$ cat src/rtl/mdu_iter.sv
// Iterative multiply/divide unit for the execute stage.
// Radix-2 shift-add multiply or restoring divide, one bit per cycle, then one
// fix-up cycle for sign correction and result selection. Valid/ready on both
// sides; flush aborts any in-flight operation. The tag is carried through.
module mdu_iter #(
   parameter int DATA_WIDTH = 32,
   parameter int TAG_WIDTH  = 5
) (
   input  logic                  clk,
   input  logic                  rst,
   input  logic                  flush,
   input  logic                  in_valid,
   output logic                  in_ready,
   input  logic [2:0]            in_op,
   input  logic [DATA_WIDTH-1:0] in_a,
   input  logic [DATA_WIDTH-1:0] in_b,
   input  logic [TAG_WIDTH-1:0]  in_tag,
   output logic                  out_valid,
   input  logic                  out_ready,
   output logic [DATA_WIDTH-1:0] out_result,
   output logic [TAG_WIDTH-1:0]  out_tag
);

   localparam int W     = DATA_WIDTH;
   localparam int CNT_W = $clog2(DATA_WIDTH);

   typedef enum logic [1:0] {S_IDLE, S_CALC, S_FIX, S_DONE} state_e;
   typedef enum logic [2:0] {
      OP_MUL  = 3'd0, OP_MULH = 3'd1, OP_MULHU = 3'd2, OP_DIV  = 3'd3,
      OP_DIVU = 3'd4, OP_MOD  = 3'd5, OP_MODU  = 3'd6, OP_RSVD = 3'd7
   } op_e;

   state_e               state_q, state_d;
   op_e                  op_q, op_d;
   logic [TAG_WIDTH-1:0] tag_q, tag_d;
   logic [W-1:0]         opnd_q, opnd_d;     // multiplicand (mul) or divisor (div)
   logic [2*W-1:0]       acc_q, acc_d;       // {high, low}: product or {remainder, quotient}
   logic                 a_neg_q, a_neg_d;
   logic                 b_neg_q, b_neg_d;
   logic [CNT_W-1:0]     cnt_q, cnt_d;
   logic                 out_valid_q, out_valid_d;
   logic [W-1:0]         out_result_q, out_result_d;
   logic [TAG_WIDTH-1:0] out_tag_q, out_tag_d;

   op_e          op_in;
   logic         in_signed, in_mul, in_a_neg, in_b_neg;
   logic [W-1:0] in_a_mag, in_b_mag;
   logic [W:0]   mul_sum, div_rem_sh, div_sub;
   logic         div_ge, q_mul;
   logic [2*W-1:0] prod_signed;
   logic [W-1:0] quo, rem, fix_result;

   // Operand conditioning at accept: magnitudes only for the signed ops.
   always_comb begin
      op_in     = op_e'(in_op);
      in_signed = (op_in == OP_MULH) || (op_in == OP_DIV) || (op_in == OP_MOD);
      in_mul    = (op_in == OP_MUL) || (op_in == OP_MULH) || (op_in == OP_MULHU);
      in_a_neg  = in_signed && in_a[W-1];
      in_b_neg  = in_signed && in_b[W-1];
      in_a_mag  = in_a_neg ? -in_a : in_a;
      in_b_mag  = in_b_neg ? -in_b : in_b;
   end

   // One iteration of each algorithm, plus the fix-up result selection.
   always_comb begin
      q_mul      = (op_q == OP_MUL) || (op_q == OP_MULH) || (op_q == OP_MULHU);
      mul_sum    = {1'b0, acc_q[2*W-1:W]} + (acc_q[0] ? {1'b0, opnd_q} : '0);
      div_rem_sh = acc_q[2*W-1:W-1];
      div_ge     = div_rem_sh >= {1'b0, opnd_q};
      div_sub    = div_rem_sh - {1'b0, opnd_q};

      prod_signed = (a_neg_q ^ b_neg_q) ? -acc_q : acc_q;
      quo         = acc_q[W-1:0];
      rem         = acc_q[2*W-1:W];
      case (op_q)
         OP_MUL:   fix_result = acc_q[W-1:0];
         OP_MULH:  fix_result = prod_signed[2*W-1:W];
         OP_MULHU: fix_result = acc_q[2*W-1:W];
         // A zero divisor yields an all-ones quotient; the remainder path
         // already leaves |a|, which sign correction turns back into a.
         OP_DIV:   fix_result = (opnd_q == '0) ? '1 : ((a_neg_q ^ b_neg_q) ? -quo : quo);
         OP_DIVU:  fix_result = (opnd_q == '0) ? '1 : quo;
         OP_MOD:   fix_result = a_neg_q ? -rem : rem;
         OP_MODU:  fix_result = rem;
         default:  fix_result = '0;
      endcase
   end

   // Control FSM and datapath next state.
   always_comb begin
      // NOTE: every signal gets a default first so no path leaves one unassigned (no latches).
      state_d      = state_q;
      op_d         = op_q;
      tag_d        = tag_q;
      opnd_d       = opnd_q;
      acc_d        = acc_q;
      a_neg_d      = a_neg_q;
      b_neg_d      = b_neg_q;
      cnt_d        = cnt_q;
      out_valid_d  = out_valid_q;
      out_result_d = out_result_q;
      out_tag_d    = out_tag_q;
      in_ready     = (state_q == S_IDLE) && !flush && !rst;

      case (state_q)
         S_IDLE: begin
            if (in_valid && in_ready) begin
               op_d    = op_in;
               tag_d   = in_tag;
               a_neg_d = in_a_neg;
               b_neg_d = in_b_neg;
               opnd_d  = in_mul ? in_a_mag : in_b_mag;
               acc_d   = {{W{1'b0}}, (in_mul ? in_b_mag : in_a_mag)};
               cnt_d   = CNT_W'(W - 1);
               state_d = S_CALC;
            end
         end
         S_CALC: begin
            if (q_mul) acc_d = {mul_sum, acc_q[W-1:1]};
            else acc_d = {(div_ge ? div_sub[W-1:0] : div_rem_sh[W-1:0]), acc_q[W-2:0], div_ge};
            if (cnt_q == '0) state_d = S_FIX;
            else cnt_d = cnt_q - 1'b1;
         end
         S_FIX: begin
            out_result_d = fix_result;
            out_tag_d    = tag_q;
            out_valid_d  = 1'b1;
            state_d      = S_DONE;
         end
         S_DONE: begin
            if (out_ready) begin
               out_valid_d = 1'b0;
               state_d     = S_IDLE;
            end
         end
         default: state_d = S_IDLE;
      endcase

      if (flush) begin
         out_valid_d = 1'b0;
         state_d     = S_IDLE;
      end
   end

   // State register with synchronous reset.
   always_ff @(posedge clk) begin
      // NOTE: sequential state uses non-blocking assignments so all registers update together.
      if (rst) begin
         state_q      <= S_IDLE;
         op_q         <= OP_MUL;
         tag_q        <= '0;
         opnd_q       <= '0;
         acc_q        <= '0;
         a_neg_q      <= 1'b0;
         b_neg_q      <= 1'b0;
         cnt_q        <= '0;
         out_valid_q  <= 1'b0;
         out_result_q <= '0;
         out_tag_q    <= '0;
      end else begin
         state_q      <= state_d;
         op_q         <= op_d;
         tag_q        <= tag_d;
         opnd_q       <= opnd_d;
         acc_q        <= acc_d;
         a_neg_q      <= a_neg_d;
         b_neg_q      <= b_neg_d;
         cnt_q        <= cnt_d;
         out_valid_q  <= out_valid_d;
         out_result_q <= out_result_d;
         out_tag_q    <= out_tag_d;
      end
   end

   assign out_valid  = out_valid_q;
   assign out_result = out_result_q;
   assign out_tag    = out_tag_q;

endmodule

$ cat config.mk
export PLATFORM = sky130hd
export DESIGN_NAME = mdu_iter
export DESIGN_NICKNAME = d
export VERILOG_FILES = /design/src/rtl/mdu_iter.sv
export SDC_FILE = /design/constraint.sdc
export NUM_CORES = 1
export LEC_CHECK = 0
export CAP_MARGIN = 20
export CORE_ASPECT_RATIO = 0.8
export CORE_MARGIN = 2
export CORE_UTILIZATION = 49
export CTS_BUF_LIST = sky130_fd_sc_hd__clkbuf_8 sky130_fd_sc_hd__clkbuf_16
export DETAILED_ROUTE_END_ITERATION = 12
export HOLD_SLACK_MARGIN = 0.1
export PLACE_DENSITY = 0.8
export SYNTH_ARGS = -nofsm -noshare
export SYNTH_HDL_FRONTEND = slang
export SYNTH_SLANG_ARGS = --single-unit
$ cat constraint.sdc
create_clock -name clk -period 3.78 [get_ports clk]
set_input_delay 0.756 -clock clk [delete_from_list [all_inputs] [get_ports clk]]
set_output_delay 0.756 -clock clk [all_outputs]
set_load 0.02 [all_outputs]
# Word-level counts from Yosys, hierarchy flattened
# Cells that the tools add are included.
dict set report word_totals {
  register_bits 151
  input_bits 77
  output_inout_bits 39
  wordCells 89
}
dict set report classes {
  n_addsub 8
  magnitude_cmp 1
  n_eq_ne 17
  muxes 24
  bitwise_logic 1
  n_reduce_logical 27
}
# op count
set op_table {}
lappend op_table {{32-bit two-way mux} 10}
lappend op_table {{64-bit two-way mux} 3}
lappend op_table {{32-bit one-hot mux with 6 select lines} 1}
lappend op_table {{32-bit negator} 4}
lappend op_table {{64-bit one-hot mux with 2 select lines} 1}
lappend op_table {{64-bit negator} 1}
lappend op_table {{32-bit by 32-bit adder with 33-bit output} 1}
lappend op_table {{33-bit by 32-bit greater-or-equal comparator with 1-bit output} 1}
lappend op_table {{32-bit zero test} 1}
lappend op_table {{32-bit subtractor} 1}
lappend op_table {{3-bit by 2-bit == test with 1-bit output (second input constant)} 4}
lappend op_table {{3-bit == test (second input constant)} 4}
lappend op_table {{5-bit two-way mux} 2}
lappend op_table {{5-bit one-hot mux with 2 select lines} 1}
lappend op_table {{2-bit one-hot mux with 4 select lines} 1}
lappend op_table {{3-bit by 1-bit == test with 1-bit output (second input constant)} 2}
lappend op_table {{3-bit zero test} 2}
lappend op_table {{1-bit logical OR} 6}
lappend op_table {{2-bit two-way mux} 3}
lappend op_table {{2-bit != test (second input constant)} 3}
lappend op_table {{2-bit AND reduction} 3}
lappend op_table {{3-bit AND reduction} 2}
lappend op_table {{1-bit logical AND} 5}
lappend op_table {{5-bit zero test} 1}
lappend op_table {{other kinds (11)} 15}

# Logic depth before layout (Yosys ltp)
dict set report depth {
  word_depth 8
  mapped_depth 14
  depth_no_buf 13
}

# Worst setup path before layout
# OpenSTA, ideal clock, no wires.
dict set report synth_path {
  path_type {reg-to-reg}
  startpoint {register acc_q[32]}
  endpoint {register out_result_q[30], in the netlist out_result[30]}
  setup_time_ps 129
  arrival_ps 3207
  t_required_ps 3651
  setup_slack_ps 444
  stages_incl_launch_ff 14
  n_path_buf 2
  period_less_slack_ps 3336
  cell_sequence {dfxtp_1 clkbuf_1 inv_1 ha_1 or3b_4 nand4b_4 or3_1 buf_2 or4_4 nor4_2 nand2b_1 xnor2_1 a2111oi_4 a22oi_2}
}
dict set report synth_between {
  elab_chain_cells 3
  elab_cells_between_ends 5
  cone_classes {add/sub (2); mux (3)}
}
# item line_no
set synth_rtl {}
lappend synth_rtl {{from (decl)} 37} ;# logic [2*W-1:0] acc_q, acc_d;
lappend synth_rtl {{from (signal assigned)} 153} ;# acc_q <= '0;
lappend synth_rtl {{from (signal assigned)} 165} ;# acc_q <= acc_d;
lappend synth_rtl {{64-bit negator or 32-bit negator (tied branches)} {72, 83}}
lappend synth_rtl {{64-bit two-way mux or 32-bit two-way mux (tied branches)} {72, 83}}
lappend synth_rtl {{32-bit one-hot mux with 6 select lines (*)} 75} ;# case (op_q)
lappend synth_rtl {{to (signal assigned)} 170} ;# out_result_q <= out_result_d;
lappend synth_rtl {{to (decl)} 42} ;# logic [W-1:0] out_result_q, out_result_d;
# Every way passes the cells marked *; elsewhere a longest branch is shown, timed or not.
# A chain may end at the register's enable or synchronous reset.

# Worst setup path in the final report
dict set report layout_path {
  startpoint {register opnd_q[5]}
  endpoint {register acc_q[55]}
}
dict set report layout_between {
  elab_chain_cells 4
  elab_cells_between_ends 7
  cone_classes {add/sub (2); order compare (1); mux (4)}
}
# item line_no
set layout_rtl {}
lappend layout_rtl {{from (decl)} 36} ;# logic [W-1:0] opnd_q, opnd_d;
lappend layout_rtl {{from (signal assigned)} 164} ;# opnd_q <= opnd_d;
lappend layout_rtl {{32-bit subtractor, or another cell as far along} 70} ;# div_sub = div_rem_sh - {1'b0, opnd_q};
lappend layout_rtl {{32-bit two-way mux or 32-bit by 32-bit adder with 33-bit output (tied branches)} {120, 67}}
lappend layout_rtl {{64-bit two-way mux (*)} 119} ;# if (q_mul) acc_d = {mul_sum, acc_q[W-1:1]};
lappend layout_rtl {{64-bit one-hot mux with 2 select lines (*)} 105} ;# case (state_q)
# Marked as above.

==> results by group <==
Status
  – Run status: finished clean

Hold path
  – Hold Path Class: flop to flop
  – Worst min-delay path startpoint: tag_q[4]$_SDFFE_PP0P_

Flow run
  – Max-Cap Viols: 0

Global route
  – All-Layer GR Usage: 37.6%
  – Initial antenna violation count: 1
  – Vias in the first global route: 16491
  – First-pass GRT wire length: 95.4 mm
  – Largest net degree at the start of global routing: 53
  – Grt total ovfl: 0

STA
  – Worst slew margin: a little under a third
  – Worst-Margin Slew: 1.03 ns
  – RSZ-0062 raised after global routing: no
  – Setup violators final: 0
  – Crit path time final: 3.54 ns
  – Tcrit/Tclk final: 93.7%
  – TNS Setup: 0 ns
  – Setup Skew: 0.0129 ns
  – Fin. max-slew vios: 0
  – Final hold vios: 0
  – FMAX: approximately 280 MHz

Setup path
  – Setup crit start kind: flop
  – Critical path's top delay family: compound AO/OA/AOI/OAI gates
  – CP most frequent cell: o21ai_0
  – Max incr delay on CP: 0.42 ns
  – Reg-to-Reg Start: opnd_q[5]$_SDFFE_PP0P_
  – CP Data Required Time: 4.14 ns
  – WP buf/inv: 3
  – Crit Path Max Fanout: 26
  – Crit. End Element: flop
  – Critical path class: flop to flop
  – Critical Path Start: opnd_q[5]$_SDFFE_PP0P_
  – CP Cell Sequence: inv_1, ha_1, and3_1, a221o_1, o21ai_0, o211ai_1, a31o_2, a211oi_4, buf_12, buf_4, and2_1, a221oi_1, o21ai_0
  – Critical Path AT: 3.90 ns
  – CP max-delay cell: dfxtp_1

Route
  – # DRC: 0
  – Drt total wl: between 60 and 70 mm
  – Via count of the routed design: 17829
  – Starting DRT DRC Count: approximately 2500
  – Detail Route Antenna Nets: 0
  – Drt first pass iters: 6
  – Wire per inst: between 20 and 25 um
  – Vias/cell: around 6.5

Clock tree
  – Clk Latency, worst-skew pair: between 0.4 and 0.5 ns
  – Clock Pin Slew Worst Setup and Hold Paths: 0.07 ns
  – CTS H-tree depth: 4
  – CTS Buffer Depth: 2
  – Hold_buf cts: 0
  – Postcts setup bufs: 0
  – Post-CTS sizing: 0
  – Clock sinks: ~150
  – Clock buffer count from CTS: 17
  – CTS tree: yes
  – Clock root cell: clkbuf_16

Placement
  – Detailed placer's ending HPWL: 47.9 mm
  – Dpl cell area: between 15000 and 20000 um^2
  – GPL Wtd Cong: 1.01
  – PortBufs: 115

Floorplan
  – Die extent in x: 201 um
  – Die area: 32400 um^2
  – Core ar.: 30400 um^2
  – Num ports: 116
  – Initial Util: between 40 and 50%
  – # rows: 57
  – Die Ht: 161 um

Synth
  – Post-Syn Area: 15200 um^2
  – Flops & latches, synth: 151
  – Async S/R FF share, synth: 0%
  – Post-Synthesis Cells: 2196
  – Synth Warn #: 0
  – Syn_area_per_cell: 6.90 um^2
  – Netlist cell types: 81
  – Most used DFF post-synth: dfxtp_1
  – Post-synth EDFFs: 0
  – Post-synthesis sequential area ratio: about 20%
  – Post-Syn Nets: 2350

Power
  – Cell Pwr Density: 274 nW/um^2
  – Max VDD drop: 0.310 mV
  – Final Power: 4.91 mW
  – Leakage: 7.06 nW

Finish
  – Share of layout cells above drive strength 1: 9.27%
  – # diodes: 0
  – Nets@finish: about 2500
  – Non-Filler Cell Area, Final: 17900 um^2
  – Most common cell after layout, fill and taps aside: nand2_1
  – FF+latch area: 3020 um^2
  – Most frequent cells in the layout: 284 x nand2_1, 224 x a21oi_1, 198 x nor2_1, 183 x o21ai_0, 151 x dfxtp_1
  – Multi-input logic area: approximately 11000 um^2
  – Area growth, synth to finish: 18.1%
  – Final-layout fill cell count: 2925
[state kept, by name (all words and copies together), names as in the netlist]
signal	flops
a_neg_q	1
acc_q	64
b_neg_q	1
cnt_q	5
op_q	3
opnd_q	32
out_result	32
out_tag	5
out_valid	1
state_q	2
tag_q	5
[report_power, final]
group / switching [mW] / internal [mW] / total, mW
registers: 0.0658 / 1.64 / 1.70
clock network: 0.830 / 1.01 / 1.84
logic: 0.837 / 0.531 / 1.37
[worst paths after layout]
check                      endpoint  slack (ns)  cells past startpoint
max reg2reg  acc_q[55]$_SDFFE_PP0P_        0.24                     13
min           tag_q[4]$_SDFFE_PP0P_        0.46                      2
max          acc_q[55]$_SDFFE_PP0P_        0.24                     13
min reg2reg   tag_q[4]$_SDFFE_PP0P_        0.46                      2
[area by class of cell]
cell class	instances	area share, %
flip-flops and latches	151	16.9
well taps	413	2.89
inverters	77	1.61
clock inverters	14	0.909
multi-input cells	1795	62.8
repair buffers	254	12.4
clock buffers	18	2.45
[synth_stat cells (21+ instances only)]
master | instances | area [um^2]
dfxtp_1 | 151 | 3020
ha_1 | 75 | 938
xor2_1 | 86 | 753
a211oi_1 | 31 | 233
mux2i_1 | 31 | 310
nand2_1 | 284 | 1070
nand2b_1 | 29 | 181
nor2_1 | 199 | 747
o21ai_0 | 183 | 916
nor2b_1 | 21 | 131
nor3_1 | 51 | 255
nor4_1 | 29 | 181
clkbuf_1 | 147 | 552
a21oi_1 | 226 | 1130
o211ai_1 | 33 | 248
inv_1 | 76 | 285
nand3_1 | 46 | 230
o31ai_1 | 33 | 248
a21o_1 | 36 | 270
xnor2_1 | 98 | 858
[per-stage QoR]
step | hold slack [ns] | std cells | util [%] | setup WS [ns]
CTS | 0.458 | 2722 | 58.9 | 0.331
global route | 0.486 | 2722 | 58.9 | 0.0368
global placement | 0.437 | 2690 | 56.9 | 0.0460
detailed placement | 0.448 | 2690 | 56.9 | -0.00725
floorplan | 0.436 | 2196 | - | 0.444
finish | 0.459 | 2722 | 58.9 | 0.239
[cells by family (layout without fill, tap and decap cells)]
group                      Yosys count  in the layout  share of synthesized area [%]
AOI/OAI and AO/OA                  731            731                           30.5
and+or+nand+nor                    769            769                           23.9
muxes                               34             34                           2.27
xor gates and xnor gates           184            184                           10.6
DFF                                151            151                           19.9
buffers and inverters              250            363                           6.31
adders and majority gates           77             77                           6.45
[tightest hold or removal path: stages, from the launching register on]
cell and delay, ns:
dfxtp_1 0.31, nand2_1 0.05, a21oi_1 0.05
[per-layer routing]
| layer | vias to the layer above | wire [um] | part of all wire, % | track usage, % |
|---|---|---|---|---|
| met5 | - | 9 | 0.014 | 0 |
| met4 | 2 | 3440 | 5.5 | 19.7 |
| met3 | 241 | 7410 | 12 | 8.13 |
| met2 | 1145 | 26300 | 42 | 57.0 |
| met1 | 8322 | 25100 | 40 | 50.3 |
| li1 | 8119 | - | - | - |
No activity file was read; power rests on OpenSTA's default activity.
